$ cat config.mk
export PLATFORM = sky130hd
export DESIGN_NAME = pole_cancel_fir
export DESIGN_NICKNAME = d
export VERILOG_FILES = /design/src/rtl/pole_cancel_fir.sv
export SDC_FILE = /design/constraint.sdc
export NUM_CORES = 1
export LEC_CHECK = 0
export BUFFER_PORTS_ARGS = -buffer_cell sky130_fd_sc_hd__buf_2
export CAP_MARGIN = 20
export CELL_PAD_IN_SITES_DETAIL_PLACEMENT = 1
export CELL_PAD_IN_SITES_GLOBAL_PLACEMENT = 2
export CORE_ASPECT_RATIO = 0.5
export CORE_UTILIZATION = 39
export CTS_BUF_LIST = sky130_fd_sc_hd__clkbuf_16
export DETAILED_ROUTE_END_ITERATION = 10
export PLACE_DENSITY_LB_ADDON = 0.25
export SYNTH_ARGS = -nofsm -noshare
export SYNTH_HDL_FRONTEND = slang
export SYNTH_SLANG_ARGS = --single-unit
$ cat constraint.sdc
create_clock -name clk -period 8.03 [get_ports clk]
set_input_delay 1.606 -clock clk [delete_from_list [all_inputs] [get_ports clk]]
set_output_delay 1.606 -clock clk [all_outputs]
set_load 0.01 [all_outputs]
$ cat src/rtl/pole_cancel_fir.sv
// All-zero prediction-error filter e[n] = x[n] + A1*x[n-1] + A2*x[n-2] in Q14,
// sharing one multiplier over three MAC cycles per sample with valid/ready on both sides.
module pole_cancel_fir #(
    parameter int A1     = -30885,
    parameter int A2     = 16242,
    parameter int COEF_W = 16,
    parameter int DIN_W  = 12,
    parameter int DOUT_W = 12,
    parameter int SHIFT  = 14
) (
    input  logic                     clk,
    input  logic                     nrst,
    input  logic                     clear_hist,
    input  logic                     in_valid,
    output logic                     in_ready,
    input  logic signed [DIN_W-1:0]  in_data,
    output logic                     out_valid,
    input  logic                     out_ready,
    output logic signed [DOUT_W-1:0] out_data,
    output logic                     out_sat
);

    localparam int PROD_W = DIN_W + COEF_W;
    localparam int ACC_W  = PROD_W + 2;

    localparam logic signed [COEF_W-1:0] C0      = COEF_W'(2 ** SHIFT);
    localparam logic signed [COEF_W-1:0] C1      = COEF_W'(A1);
    localparam logic signed [COEF_W-1:0] C2      = COEF_W'(A2);
    localparam logic signed [ACC_W-1:0]  RND     = ACC_W'(2 ** (SHIFT - 1));
    localparam logic signed [ACC_W-1:0]  OUT_MAX = ACC_W'(2 ** (DOUT_W - 1) - 1);
    localparam logic signed [ACC_W-1:0]  OUT_MIN = ACC_W'(-(2 ** (DOUT_W - 1)));

    typedef enum logic [4:0] {
        IDLE = 5'b00001,
        MAC0 = 5'b00010,
        MAC1 = 5'b00100,
        MAC2 = 5'b01000,
        OUT  = 5'b10000
    } state_e;

    state_e                     state_q, state_d;
    logic signed [DIN_W-1:0]    x0_q, x1_q, x2_q;
    logic signed [ACC_W-1:0]    acc_q;
    logic signed [DOUT_W-1:0]   out_data_q, out_data_d;
    logic                       out_sat_q, out_sat_d;

    logic signed [DIN_W-1:0]    mul_a;
    logic signed [COEF_W-1:0]   mul_b;
    logic signed [PROD_W-1:0]   prod;
    logic signed [ACC_W-1:0]    sum;
    logic signed [ACC_W-1:0]    res;

    // Single multiplier: the tap is selected by which MAC state is active.
    always_comb begin
        // NOTE: every combinational output gets a default first so no latch is inferred.
        mul_a = x0_q;
        mul_b = C0;
        case (state_q)
            MAC1: begin mul_a = x1_q; mul_b = C1; end
            MAC2: begin mul_a = x2_q; mul_b = C2; end
            default: ;
        endcase
    end

    assign prod = PROD_W'(mul_a) * PROD_W'(mul_b);
    assign sum  = acc_q + ACC_W'(prod);
    assign res  = (sum + RND) >>> SHIFT;

    always_comb begin
        out_data_d = DOUT_W'(res);
        out_sat_d  = 1'b0;
        if (res > OUT_MAX) begin
            out_data_d = DOUT_W'(OUT_MAX);
            out_sat_d  = 1'b1;
        end else if (res < OUT_MIN) begin
            out_data_d = DOUT_W'(OUT_MIN);
            out_sat_d  = 1'b1;
        end
    end

    always_comb begin
        state_d = state_q;
        case (state_q)
            IDLE:    if (in_valid) state_d = MAC0;
            MAC0:    state_d = MAC1;
            MAC1:    state_d = MAC2;
            MAC2:    state_d = OUT;
            OUT:     if (out_ready) state_d = IDLE;
            default: state_d = IDLE;
        endcase
    end

    // NOTE: sequential state uses non-blocking assignments so all registers update together.
    always_ff @(posedge clk or negedge nrst) begin
        if (!nrst) begin
            state_q    <= IDLE;
            x0_q       <= '0;
            x1_q       <= '0;
            x2_q       <= '0;
            acc_q      <= '0;
            out_data_q <= '0;
            out_sat_q  <= 1'b0;
        end else begin
            state_q <= state_d;
            case (state_q)
                IDLE: begin
                    // Clearing alongside a handshake means the new sample sees zero history.
                    if (clear_hist) begin
                        x1_q <= '0;
                        x2_q <= '0;
                    end
                    if (in_valid) begin
                        x0_q  <= in_data;
                        acc_q <= '0;
                    end
                end
                MAC0, MAC1: acc_q <= sum;
                MAC2: begin
                    out_data_q <= out_data_d;
                    out_sat_q  <= out_sat_d;
                    x2_q       <= x1_q;
                    x1_q       <= x0_q;
                end
                default: ;
            endcase
        end
    end

    assign in_ready  = (state_q == IDLE);
    assign out_valid = (state_q == OUT);
    assign out_data  = out_data_q;
    assign out_sat   = out_sat_q;

endmodule

---- Yosys cells after proc, flatten, opt, wreduce, memory -nomap -nowiden ----
Cells that the tools add are included.
storage, ports and cells
  flip-flop bits (word level) ............. 84
  bits in latches ......................... 0
  memory bits (writable) .................. 0
  bits in read-only memories .............. 0
  bits of input ports ..................... 17
  output and inout bits ................... 15
  logic and storage cells ................. 41
  memories ................................ 0
operators by class
  add/subtract/negate cells ............... 2
  $mul .................................... 1
  divide/modulo/power cells ............... 0
  magnitude comparators ................... 2
  equal/unequal tests ..................... 8
  shift operators ......................... 0
  multiplexer cells ....................... 14
  bitwise logic cells ..................... 0
  reductions and logical operators ........ 7
operators by type and width
  cell                      count
  $pmux W12 S2              3
  $pmux W30 S2              1
  $mux W12                  3
  $pmux W16 S2              1
  $add A30 B15 Y30 const B  1
  $add A30 B28 Y30          1
  $mux W30                  1
  $mul A12 B16 Y28          1
  $pmux W5 S5               1
  $gt A16 B12 Y1 const B    1
  $lt A16 B12 Y1 const B    1
  $mux W5                   2
  $reduce_and A2 Y1         4
  $eq A5 B1 Y1 const B      1
  $eq A5 B2 Y1 const B      1
  $eq A5 B3 Y1 const B      1
  $eq A5 B4 Y1 const B      1
  $eq A5 B5 Y1 const B      1
  $ne A2 B2 Y1 const B      2
  $reduce_bool A2 Y1        2
  $mux W1                   2
  $ne A2 B1 Y1 const B      1
  $reduce_or A2 Y1          1

---- Longest topological paths before layout ----
Gate-level depths: netlist (run 1).
  word-level depth ........................ 8
  depth in mapped cells ................... 31
  depth with buffers taken out ............ 30

---- Worst setup path after synthesis (run 1) ----
No wires, ideal clock.
  path kind ............................... reg-to-reg
  start point ............................. reg state_q[4]
  end point ............................... reg out_data_q[2] (netlist: out_data[2])
  library setup time ...................... 144 ps
  arrival time ............................ 8247 ps
  required time ........................... 7886 ps
  slack ................................... -361 ps
  cell stages (with the launch flop) ...... 29
  buffers on the path ..................... 3
  clock period less this slack ............ 8391 ps
  path through ............................ dfrtp_1 -> or3_1 -> nor3b_1 -> clkbuf_1 -> buf_1 -> nand2_1 -> nand2_1 -> inv_1 -> fa_1 -> fa_1 -> fa_1 -> inv_1 -> fa_1 -> fa_1 -> inv_1 -> fa_1 -> inv_1 -> ha_1 -> a21oi_1 -> nand2_1 -> or3b_2 -> o211ai_1 -> ha_1 -> nand2_1 -> or4_4 -> o31a_1 -> nor3_1 -> buf_4 -> o311ai_1
on the way
  word-level cells in the longest chain between the ends .. 8
  elaborated cells on any way between the ends .. 11
  classes of those cells .................. add/sub: 2; mul: 1; order compare: 2; eq/ne: 2; mux: 4
ends and longest elaborated chain
  what                                                 line     source
  from (decl)                                          41       state_e state_q, state_d;
  from (signal assigned)                               104      state_q <= state_d;
  $eq A5 B4 Y1 / $eq A5 B3 Y1 (equally long branches)  58, 105
  $pmux W12 S2 / $pmux W16 S2 (equally long branches)  58       case (state_q)
  $mul A12 B16 Y28                                     65       assign prod = PROD_W'(mul_a) * PROD_W'(mul_b);
  $add A30 B28 Y30                                     66       assign sum = acc_q + ACC_W'(prod);
  $add A30 B15 Y30                                     67       assign res = (sum + RND) >>> SHIFT;
  $lt A16 B12 Y1                                       75       end else if (res < OUT_MIN) begin
  $mux W12                                             75
  $mux W12                                             72       if (res > OUT_MAX) begin
  to (signal assigned)                                 119      out_data_q <= out_data_d;
  to (decl)                                            44       logic signed [DOUT_W-1:0] out_data_q, out_data_d;
Several ways; a longest one is shown, not always the timed one.
A chain may end at the register's enable or synchronous reset.

---- Final worst setup path (run 1) ----
  start point ............................. reg state_q[0]
  end point ............................... reg out_data_q[1] (netlist: out_data[1])
The elaborated chain is that of the path after synthesis.

==> impl_metrics.py, run 1 <==
metrics = {
    "yosys": {
        "synthTopCellsByCount": "236 x inv_1, 189 x fa_1, 101 x ha_1",
        "ys_types": 83,
        "syn_inst": 1088,
        "yosys-top-cells-area": "fa_1 34%, dfrtp_1 19%, ha_1 11%, inv_1 8.0%, a22o_1 3.3%",
        "yosysMostFrequentCell": "inv_1",
        "synth_top_area_share_pct": 34.1,
        "ys_seq_elements": 84,
        "async_flop_share_pct": 100,
        "synth_seq_area_share_pct": 18.9,
        "ys.flop_type": "dfrtp_1",
        "syn_avg_cell_area_um2": 10.2,
        "ys_warn_count": 0,
        "synth_edf_count": 0,
        "synthesis.nets": 1395,
        "synth_area_um2": 11100,
        "netlist.top_cell.by_area": "fa_1",
    },
    "die": {
        "rows": 43,
        "die_h_um": 121,
        "io_pins": 32,
        "die_w_um": 241,
        "initial_core_util_pct": 39.9,
        "fp.dieArea_um2": 29200,
        "core_um2": 27900,
    },
    "worst_setup_path": {
        "critPathCaptureType": "flop",
        "crit_start": "state_q[0]$_DFFE_PN1P_",
        "slowest_stage": "fa_1",
        "worstReg2RegStart": "state_q[0]$_DFFE_PN1P_",
        "critPathArrivalTime_ns": 8.16,
        "slowest_delay_ns": 0.57,
        "cp-start-kind": "flop",
        "critPathTopFamily": "adder cells",
        "required_ns": 8.26,
        "crit_top_cell": "fa_1",
        "cp_max_fo": 6,
        "cp_num_buf_inv": 8,
        "crit_type": "flop to flop",
    },
    "clock_tree": {
        "clkTransAtPathRegs_ns": 0.07,
        "cts_buffers": 9,
        "cts.path.max_buffers": 2,
        "htree_levels": 3,
        "clk_latency_ns": 0.38,
        "clock-sinks": 84,
        "cts_tree": "built",
        "cts_root_buffer": "clkbuf_16",
        "hold_buffers": 0,
    },
    "detailed_routing": {
        "dr_total_vias": 8294,
        "drc": 0,
        "top_layer_used": "met4",
        "routedWlPerCell_um": 20.6,
        "route.met2.wl_mm": 15.2,
        "drt-pass1-iter-count": 5,
        "wl_mm": 33.3,
        "wl_met1_mm": 16.4,
        "drt-initial-drc-count": 386,
        "wl_met3_mm": 1.38,
        "avgViaCountPerCell": 5.13,
        "ant_nets": 0,
    },
    "run": {
        "cap_violations": 0,
    },
    "worst_hold_path": {
        "hold_class": "flop to flop",
        "hp-start": "acc_q[20]$_DFFE_PN0P_",
    },
    "grt": {
        "first_global_vias": 9011,
        "grt_start_max_net_pins": 69,
        "antenna_found_initial": 0,
        "grt.total_usage_pct": 23.8,
        "grt.overflow.total": 0,
        "grt_pass1_wl_mm": 51.0,
    },
    "sta": {
        "worst-slew-pin-transition_ns": 1.06,
        "slew_headroom_pct": 29.3,
        "hold_viol_final": 0,
        "fmax_mhz": 126,
        "finalHoldWorstSlack_ns": 0.484,
        "setup_viol": 0,
        "slew_viol_final": 0,
        "layout_worst_path_cycle_share_pct": 98.8,
        "rsz0062_at_grt": "true",
        "final.min_clock_period_ns": 7.93,
        "clock_skew_ns": 0.00807,
    },
    "place": {
        "place.gp.congestion": 0.937,
        "port_buffers": 31,
        "place_inst": 1579,
        "dp.final_hpwl_mm": 27.2,
    },
    "outcome": {
        "status": "finished, final reports clean",
    },
    "finish": {
        "layout.nets": 1537,
        "diodes": 0,
        "drive_above_1_share_pct": 25.3,
        "area_delta_synth_final_pct": 22.0,
        "stdcell_count": 1617,
    },
}
## worst paths after layout
kind	endpoint	cells past startpoint	slack [ns]
max in group asynchronous	acc_q[20]$_DFFE_PN0P_	2	5.70
setup / recovery	out_data[1]$_DFFE_PN0N_	29	0.1
setup reg to reg	out_data[1]$_DFFE_PN0N_	29	0.1
hold reg to reg	acc_q[20]$_DFFE_PN0P_	2	0.48
hold / removal	acc_q[20]$_DFFE_PN0P_	2	0.48
min in group asynchronous	acc_q[2]$_DFFE_PN0P_	1	1.09
## layer usage
layer	up-vias	track usage, %
li1	3776	-
met1	4391	35.0
met2	112	36.1
met3	15	5.37
met4	0	4.14
met5	-	0
## repair_timing
item                       4_1_cts  5_1_grt
resized for setup               23      108
cloned                           2        0
setup endpoints to repair       13       13
setup buffers                    3       16
pin swaps                        8       44
## cell families (layout without fill, tap and decap cells)
| kind of cell | after synthesis | count (layout) | share of synthesized area [%] |
|---|---|---|---|
| AOI/OAI and AO/OA | 172 | 172 | 11.4 |
| xor gates and xnor gates | 36 | 36 | 3.16 |
| adders and majority gates | 290 | 290 | 45.4 |
| buffers and inverters | 274 | 421 | 9.51 |
| DFF | 84 | 84 | 18.9 |
| muxes | 15 | 15 | 1.50 |
| other | 1 | 1 | 0.0338 |
| and+or+nand+nor | 216 | 216 | 10.0 |
## placed cells by master (no fill, tap or decap), types with 4 or more instances in the layout
cell       synthesis  routed
a21oi_1           28      20
nand3_1           15      14
xnor2_1           20      19
and2_1            23      19
inv_2              0       9
o21ai_1            4       8
a21oi_4            1       5
and4_1             5       4
mux2_2            12      12
o311ai_4           0       5
clkbuf_16          0       9
and3_1             5       5
a21o_1             6       6
ha_4               0      11
ha_1             101      84
xor2_1            12      11
nand2_1           80      74
o21ai_2            2       6
buf_4              3     128
a22o_1            42      42
o211ai_1           8       8
buf_6              1       7
fa_1             189     186
nor2_2             1       5
o21ai_0           29      20
ha_2               0       6
a21oi_2            3       7
buf_2              7      31
nor2_1            34      29
nand2_2            0       5
dfrtp_1           83      83
inv_1            236     228
nor3_1             6       5
nand2b_1           9       7
## stage by stage
stage	util (%)	setup TNS (ns)	setup slack (ns)	cell area, um^2
4_1_cts	46.3	0	0.0178	12900
6_report	48.6	0	0.0989	13600
3_3_place_gp	44.9	0	0.00759	12500
2_1_floorplan	-	0	0.00766	11100
5_1_grt	48.6	-0.862	-0.118	13600
3_5_place_dp	44.9	-1.71	-0.204	12500
## sequential cells by signal, indices dropped and copies added, names as in the netlist
register / count
x0_q: 12
state_q: 5
x2_q: 12
acc_q: 30
x1_q: 12
out_data: 12
out_sat: 1
## worst register-to-register path: cells and delay by family, from the launching register on
kind	cells	cell delay, ns
fa+ha+maj	7	3.27
compound gates	5	1.11
mux	1	0.34
flops	1	0.55
buf+inv	8	0.85
simple gates	8	1.65
## cell type report
type	instances	area [um^2]
fill	3152	14300
multi-input combinational	730	8560
sequential	84	2100
timing repair buffer	169	1240
inverter	236	890
tap	382	478
clock buffer	9	225
clock inverter	7	46.3
Power of run 1 is not shown: default switching activity piles up to over one toggle a cycle in this logic, so the estimate is an artifact.
==> run 2, diff against run 1 <==
--- a/config.mk
+++ b/config.mk
@@ -10,7 +10,7 @@
 export CELL_PAD_IN_SITES_DETAIL_PLACEMENT = 1
 export CELL_PAD_IN_SITES_GLOBAL_PLACEMENT = 2
 export CORE_ASPECT_RATIO = 0.5
-export CORE_UTILIZATION = 39
+export CORE_UTILIZATION = 47
 export CTS_BUF_LIST = sky130_fd_sc_hd__clkbuf_16
 export DETAILED_ROUTE_END_ITERATION = 10
 export PLACE_DENSITY_LB_ADDON = 0.25
==> constraint.sdc (replaced) <==
create_clock -name clk -period 9.3 [get_ports clk]
set_input_delay 1.86 -clock clk [delete_from_list [all_inputs] [get_ports clk]]
set_output_delay 1.86 -clock clk [all_outputs]
set_load 0.01 [all_outputs]
==> run 2 against run 1 <==
Global-route usage up 3.4 points. Die area down 17%. Worst hold slack better by 0.0066 ns. Worst setup slack better by 0.44 ns. Register-to-register slack better by 0.44 ns. Routed wire length down 9.8%. Clock skew up 0.0048 ns. Non-clock buffer count down 114. Utilization up 4.0 points.
==> impl_metrics.py, run 2 (synthesis results as in run 1) <==
metrics = {
    "outcome": {
        "status": "finished, final reports clean",
    },
    "grt": {
        "antenna_found_initial": 0,
        "grt_start_max_net_pins": 55,
        "first_global_vias": 8701,
        "grt_pass1_wl_mm": 49.1,
        "grt.total_usage_pct": 27.3,
        "grt.overflow.total": 0,
    },
    "place": {
        "post_dp_cell_area_um2": 11600,
        "dp.final_hpwl_mm": 25.6,
        "place_ws_ns": 0.385,
        "place.gp.congestion": 0.914,
        "port_buffers": 31,
    },
    "clock_tree": {
        "htree_levels": 3,
        "clkTransAtPathRegs_ns": 0.07,
        "cts_root_buffer": "clkbuf_16",
        "cts_tree": "built",
        "clock-sinks": 84,
        "cts.path.max_buffers": 2,
        "cts_buffers": 9,
        "clk_latency_ns": 0.38,
    },
    "worst_setup_path": {
        "critPathArrivalTime_ns": 8.99,
        "cp-start-kind": "flop",
        "worstReg2RegStart": "state_q[4]$_DFFE_PN0P_",
        "critPathCaptureType": "flop",
        "worstReg2RegEnd": "out_data[1]$_DFFE_PN0N_",
        "required_ns": 9.53,
        "slowest_stage": "or4_4",
        "crit_start": "state_q[4]$_DFFE_PN0P_",
        "cp_max_fo": 11,
        "crit_type": "flop to flop",
        "r2r_slack_ns": 0.54,
        "slowest_delay_ns": 0.57,
        "r2r_cells": 31,
    },
    "finish": {
        "layout.nets": 1423,
        "fin_area_um2": 12100,
        "regMostFlops": "acc_q",
        "drive_above_1_share_pct": 10.8,
        "area_delta_synth_final_pct": 8.81,
        "n_fill_cell": 2533,
        "largest_reg_flops": 30,
        "final_cell_mix": "236 x inv_1, 189 x fa_1, 100 x ha_1",
        "diodes": 0,
        "final_common_cell": "inv_1",
    },
    "sta": {
        "fmax_mhz": 114,
        "final.min_clock_period_ns": 8.76,
        "setup_viol": 0,
        "worst-slew-pin-transition_ns": 1.08,
        "setup_slack_ns": 0.541,
        "finalHoldWorstSlack_ns": 0.491,
        "layout_worst_path_cycle_share_pct": 94.2,
        "rsz0062_at_grt": "false",
        "clock_skew_ns": 0.0129,
        "hold_viol_final": 0,
        "slew_viol_final": 0,
        "finalSetupTns_ns": 0,
        "slew_headroom_pct": 27.9,
    },
    "die": {
        "fp.dieArea_um2": 24300,
        "rows": 39,
        "io_pins": 32,
        "die_w_um": 219,
        "core_um2": 23000,
        "initial_core_util_pct": 48.3,
        "die_h_um": 111,
    },
    "detailed_routing": {
        "dr_total_vias": 7857,
        "drc": 0,
        "drt-pass1-iter-count": 7,
        "avgViaCountPerCell": 5.51,
        "wl_mm": 30.1,
        "ant_nets": 0,
        "routedWlPerCell_um": 21.1,
        "drt-initial-drc-count": 409,
    },
    "run": {
        "cap_violations": 0,
    },
    "worst_hold_path": {
        "whs_endpoint": "acc_q[21]$_DFFE_PN0P_",
        "hp-start": "acc_q[21]$_DFFE_PN0P_",
        "hold_class": "flop to flop",
        "hold_depth": 2,
    },
}
## run 2: cell count changes in the layout (fill, tap and decap cells not counted), sizes merged
cell,before,now
buf,169,55
bufinv,0,3
clkinv,4,1
inv,237,236
## run 2: critical path, delay by kind of cell, from the launching register on
family | cells | cell delay [ns]
adders and majority gates | 8 | 3.61
DFF | 1 | 0.40
and+or+nand+nor | 11 | 2.71
AOI/OAI and AO/OA | 5 | 1.06
buffers and inverters | 7 | 0.81
## run 2: layout make-up
class / instances / area [um^2] / share of cell area (%)
clock buffers: 9 / 225 / 1.86
clock inverters: 6 / 114 / 0.942
inverters: 236 / 886 / 7.33
multi-input cells: 730 / 8030 / 66.4
flip-flops and latches: 84 / 2100 / 17.4
well taps: 307 / 384 / 3.18
repair buffers: 55 / 349 / 2.89
## run 2: timing repair
item                       CTS  global route
buffers inserted             0             4
hold buffers                 0             0
setup endpoints to repair    0            11
resized for setup            0            11
## run 2: layer usage
metal,GRT usage (%),vias to the layer above,share of wire [%]
li1,-,3547,-
met3,7.22,25,5.4
met4,5.46,0,1.1
met1,41.0,4151,50
met5,0,-,0
met2,39.4,134,44
## run 2: per-stage QoR
stage,instances,utilization (%)
floorplan,1088,-
global placement,1407,50.7
detailed placement,1407,50.7
CTS,1422,52.2
global route,1427,52.6
finish,1427,52.6
## run 2: worst max-delay path by stage
| stage | to | slack, ns | cells past startpoint |
|---|---|---|---|
| after global placement | out_data[1]$_DFFE_PN0N_ | 0.61 | 29 |
| after detailed placement | out_data[1]$_DFFE_PN0N_ | 0.38 | 26 |
| after global routing | out_data[1]$_DFFE_PN0N_ | 0.05 | 31 |
| final | out_data[1]$_DFFE_PN0N_ | 0.54 | 31 |
| after floorplan | out_data[2]$_DFFE_PN0N_ | 0.91 | 28 |
| after CTS | out_data[1]$_DFFE_PN0N_ | 0.38 | 27 |
Power of run 2 is left out for the same reason.
